## config.mk

```make
export PLATFORM = sky130hd
export DESIGN_NAME = fetch_unit
export DESIGN_NICKNAME = d
export VERILOG_FILES = /design/src/rtl/riscv_pkg.sv /design/src/rtl/if_id_register.sv /design/src/rtl/fetch_unit.sv
export SDC_FILE = /design/constraint.sdc
export NUM_CORES = 1
export LEC_CHECK = 0
export CAP_MARGIN = 20
export CORE_ASPECT_RATIO = 0.7
export CORE_MARGIN = 3
export CORE_UTILIZATION = 40
export DETAILED_ROUTE_END_ITERATION = 6
export PLACE_DENSITY = 0.79
export SLEW_MARGIN = 10
export SYNTH_ARGS = -nofsm -noshare
export SYNTH_HDL_FRONTEND = slang
export SYNTH_SLANG_ARGS = --single-unit
```

## constraint.sdc

```tcl
create_clock -name clk -period 8.2 [get_ports clk]
set_input_delay 1.64 -clock clk [delete_from_list [all_inputs] [get_ports clk]]
set_output_delay 1.64 -clock clk [all_outputs]
set_load 0.03 [all_outputs]
```

## src/rtl/riscv_pkg.sv

```systemverilog
// Shared RISC-V pipeline constants, reused by the fetch, decode and execute stages.
//   XLEN      : datapath/address width
//   NOP_INSTR : canonical NOP (addi x0,x0,0), inserted into bubbles
//   PC_STEP   : sequential PC increment in bytes
package riscv_pkg;

  localparam int unsigned XLEN      = 32;
  localparam logic [31:0] NOP_INSTR = 32'h0000_0013;
  localparam int unsigned PC_STEP   = 4;

endpackage : riscv_pkg

```

## src/rtl/if_id_register.sv

```systemverilog
// IF/ID pipeline register: holds the fetched PC, instruction and valid bit.
//   clk, reset : rising-edge clock, asynchronous active-high reset
//   clear      : insert a bubble (pc=0, instr=NOP_INSTR, valid=0); wins over hold
//   hold       : keep current contents
//   pc_in      : PC of the instruction being fetched
//   instr_in   : instruction word being fetched
//   pc_out, instr_out, valid_out : registered IF/ID contents
module if_id_register #(
  parameter int unsigned XLEN      = riscv_pkg::XLEN,
  parameter logic [31:0] NOP_INSTR = riscv_pkg::NOP_INSTR
) (
  input  logic            clk,
  input  logic            reset,
  input  logic            clear,
  input  logic            hold,
  input  logic [XLEN-1:0] pc_in,
  input  logic [31:0]     instr_in,
  output logic [XLEN-1:0] pc_out,
  output logic [31:0]     instr_out,
  output logic            valid_out
);

  always_ff @(posedge clk or posedge reset) begin
    if (reset) begin
      pc_out    <= '0;
      instr_out <= NOP_INSTR;
      valid_out <= 1'b0;
    end else if (clear) begin
      pc_out    <= '0;
      instr_out <= NOP_INSTR;
      valid_out <= 1'b0;
    end else if (!hold) begin
      pc_out    <= pc_in;
      instr_out <= instr_in;
      valid_out <= 1'b1;
    end
  end

endmodule : if_id_register

```

## src/rtl/fetch_unit.sv

```systemverilog
// Instruction-fetch stage feeding a combinational instruction_memory.
//   clk, reset       : rising-edge clock, asynchronous active-high reset
//   stall            : hold PC and IF/ID
//   flush            : replace IF/ID with a bubble
//   redirect_valid   : taken branch/jump; load word-aligned redirect_pc
//   redirect_pc      : branch/jump target (bits [1:0] ignored)
//   instruction_code : instruction word returned for read_address
//   read_address     : current PC
//   if_id_pc, if_id_instr, if_id_valid : IF/ID pipeline register outputs
module fetch_unit #(
  parameter int unsigned XLEN      = riscv_pkg::XLEN,
  parameter logic [XLEN-1:0] RESET_PC = '0,
  parameter logic [31:0] NOP_INSTR = riscv_pkg::NOP_INSTR
) (
  input  logic            clk,
  input  logic            reset,
  input  logic            stall,
  input  logic            flush,
  input  logic            redirect_valid,
  input  logic [XLEN-1:0] redirect_pc,
  input  logic [31:0]     instruction_code,
  output logic [XLEN-1:0] read_address,
  output logic [XLEN-1:0] if_id_pc,
  output logic [31:0]     if_id_instr,
  output logic            if_id_valid
);

  import riscv_pkg::*;

  logic [XLEN-1:0] pc;
  logic [XLEN-1:0] pc_next;

  // Redirect beats stall; a flush without stall still advances the PC.
  always_comb begin
    pc_next = pc;
    if (redirect_valid)
      pc_next = {redirect_pc[XLEN-1:2], 2'b00};
    else if (!stall)
      pc_next = pc + XLEN'(PC_STEP);
  end

  always_ff @(posedge clk or posedge reset) begin
    if (reset) pc <= RESET_PC;
    else       pc <= pc_next;
  end

  assign read_address = pc;

  if_id_register #(
    .XLEN      (XLEN),
    .NOP_INSTR (NOP_INSTR)
  ) u_if_id (
    .clk       (clk),
    .reset     (reset),
    .clear     (redirect_valid | flush),
    .hold      (stall),
    .pc_in     (pc),
    .instr_in  (instruction_code),
    .pc_out    (if_id_pc),
    .instr_out (if_id_instr),
    .valid_out (if_id_valid)
  );

endmodule : fetch_unit

```

==> run summary <==
area of the core: 9361 um^2
Switching Power: 306.4 uW
Clk pwr share: 0.383
First DRT Iteration DRCs: 166
Leak Pwr: 0.002529 uW
sequential fraction of the synthesis area: 0.5879
worst reg-to-reg setup slack: 5960 ps
share of layout cells above drive strength 1: 0.07490
most frequent cells in the layout: 158 x clkdlybuf4s50_1, 90 x dfrtp_1, 58 x a22o_1
Final GP Congestion: 0.8746
grt total ovfl: 0
RR Startpoint: read_address[2]$_DFFE_PP0N_
Crit Path Category: in -> reg
Fillers: 726
Final setup viols: 0
largest net degree at the start of global routing: 60
synthesis warning total: 0
Multi-input gate area: 1521 um^2
Critical Path RT: 8420 ps
ant diodes: 0
Max H-tree Level: 3
initial core utilization: 0.4235
Total GRT Usage: 0.1979
DP Area: 5634 um^2
first-pass GRT wire length: 17.48 mm
worst r2r path cells: 6
Crit path arrival time: 3930 ps
final wirelength: 10.98 mm
Min-Delay Path Class: reg -> reg
CP endpoint: read_address[24]$_DFFE_PP0N_
vias post-DR: 3260
initial antenna violation count: 0
Top-Level Pins: 166
CTS root buffer: clkbuf_16
pwr/cell area: 193.7 nW/um^2
fmax: 269.8 MHz
FF+latch area: 2331 um^2
Die Y: 89.30 um
TritonRoute pass-1 iters: 6
Max-Cap Viols: 0
Clock transition at path regs: 60 ps
setup bufs post-CTS: 0
worst skew pair latency: 330 ps
Fin Setup TNS: 0 ps
Int Pwr: 851.9 uW
Switching Share: 0.2646
port bufs: 159
P&R area growth vs syn: 50.84%
post-cts repair resize count: 0
HP Start: u_if_id.pc_out[30]$_DFFE_PP0P_
TritonCTS clock tree: built
number of CTS-inserted buffers: 9
post-DR wirelength/cell: 17.76 um
clk buf depth: 2
row count: 29
Seq pwr share: 0.444
Post-Syn Area: 3965 um^2
hold-fix buffers at CTS: 0
DRC: 0
DR vias/cell: 5.275
Util after Layout: 0.6389
Tmin final: 3707 ps
most common cell after layout, fill and taps aside: clkdlybuf4s50_1
period utilization: 0.4520
Synth Register Bits: 93
Die W: 125 um
Die Area: 11160 um^2
CP Capture Type: register
detailed placer's ending HPWL: 7.937 mm
Worst Clk Skew: 7.216 ps
RSZ-0062 raised after global routing: false
syn avg cell area: 11.77 um^2
CP Launch Type: input pin
final hold vios: 0
Comb pwr share: 0.173
Yosys cell types: 40
CP max FO: 11
clk sinks: 93
worst reg2reg endpoint: read_address[24]$_DFFE_PP0N_
Worst slew margin: 0.4339
worst-margin pin slew: 849.2 ps
status: finished, final reports clean
Max Slew Vio Count: 0
Finished Cell Area: 5981 um^2
vias in the first global route: 3277
final net count: 559
worst vdd rail ir drop: 0.1614 mV
Worst Setup SP: stall
DRT antenna net count: 0
Cells after Synth: 337
metrics by stage:
stage | worst slack (ps) | total power (uW) | instances | hold slack, ps
2_1_floorplan | 4145 | 621.4 | 340 | 624.4
3_3_place_gp | 4141 | 718.5 | 601 | 463.7
3_5_place_dp | 4106 | 724.0 | 601 | 475.4
4_1_cts | 4464 | 1173 | 617 | 489.2
5_1_grt | 4308 | 1211 | 618 | 512.7
6_report | 4493 | 1158 | 618 | 483.8
area by class of cell:
type / instances / area share
Clock buffer: 11 / 0.04059
Clock inverter: 5 / 0.01402
Inverter: 4 / 0.002929
Multi-Input combinational cell: 218 / 0.2544
Sequential cell: 93 / 0.3897
Tap cell: 124 / 0.02594
Timing Repair Buffer: 163 / 0.2724
kinds of logic (layout without fill, tap and decap cells):
logic type,count (synthesis),after routing,share of synthesized area
other,1,4,0.0009458
adder cells (fa/ha/maj),1,1,0.003155
flip-flops,93,93,0.5879
XOR/XNOR,27,27,0.05964
AO/OA/AOI/OAI,88,88,0.1710
AND/OR/NAND/NOR,92,92,0.1278
multiplexers,6,6,0.01672
buffers and inverters,29,183,0.03281
critical path, cell delays in order:
cell and delay [ps]:
clkdlybuf4s50_1 630, nand4b_1 480, nor4_1 550, nand4_1 200
xnor2_1 160, mux2_2 260
how the worst min path moves through the flow:
| stage | end | slack (ps) | cells past startpoint |
|---|---|---|---|
| CTS | u_if_id.pc_out[30]$_DFFE_PP0P_ | 490 | 2 |
| floorplan | u_if_id.instr_out[0]$_DFFE_PP1P_ | 620 | 1 |
| global route | u_if_id.pc_out[4]$_DFFE_PP0P_ | 510 | 1 |
| finish | u_if_id.pc_out[30]$_DFFE_PP0P_ | 480 | 2 |
| detailed placement | u_if_id.pc_out[30]$_DFFE_PP0P_ | 480 | 2 |
| global placement | u_if_id.pc_out[30]$_DFFE_PP0P_ | 460 | 2 |
synthesized netlist by cell type:
library cell,instances,area [um^2]
dfrtp_1,90,2252
a22o_1,58,508.0
nand2_1,36,135.1
o21ai_0,24,120.1
xor2_1,18,157.7
clkbuf_1,15,56.30
nand3_1,10,50.05
nor2_1,10,37.54
xnor2_1,9,78.83
nand4_1,8,50.05
buf_2,5,25.02
mux2_2,5,56.30
and3_1,4,25.02
buf_4,4,30.03
nor3_1,4,20.02
dfstp_2,3,78.83
inv_1,3,11.26
nand4b_1,3,26.28
o22a_1,3,26.28
and4_1,2,17.52
nand3_2,2,20.02
nor3_4,2,32.53
or3_1,2,12.51
a21boi_0,1,7.510
and2_1,1,6.260
and3b_1,1,8.760
buf_1,1,3.750
clkinv_1,1,3.750
conb_1,1,3.750
ha_1,1,12.51
mux2i_1,1,10.01
nand3b_1,1,7.510
nand4_4,1,21.27
nor2b_1,1,6.260
nor4_1,1,6.260
o211ai_1,1,7.510
o311ai_0,1,8.760
or2_2,1,6.260
or4_1,1,7.510
or4b_1,1,10.01
registers in the layout (all words and copies together) (netlist names):
register and count:
read_address 30, u_if_id.instr_out 32, u_if_id.pc_out 30, u_if_id.valid_out 1
power groups by stage:
stage          logic [uW]  registers, uW  clock network [uW]
4_1_cts               202            515                 456
5_1_grt               213            519                 479
6_report              200            515                 443
3_3_place_gp          197            521                   0
3_5_place_dp          201            523                   0
2_1_floorplan        56.4            565                   0
metal layers:
| layer | track usage | wire length [um] |
|---|---|---|
| met5 | 0 | 0 |
| met4 | 0.04921 | 102 |
| met3 | 0.06448 | 805 |
| met2 | 0.3164 | 4979 |
| met1 | 0.2658 | 5089 |
Power figures use the tool's default switching activity.
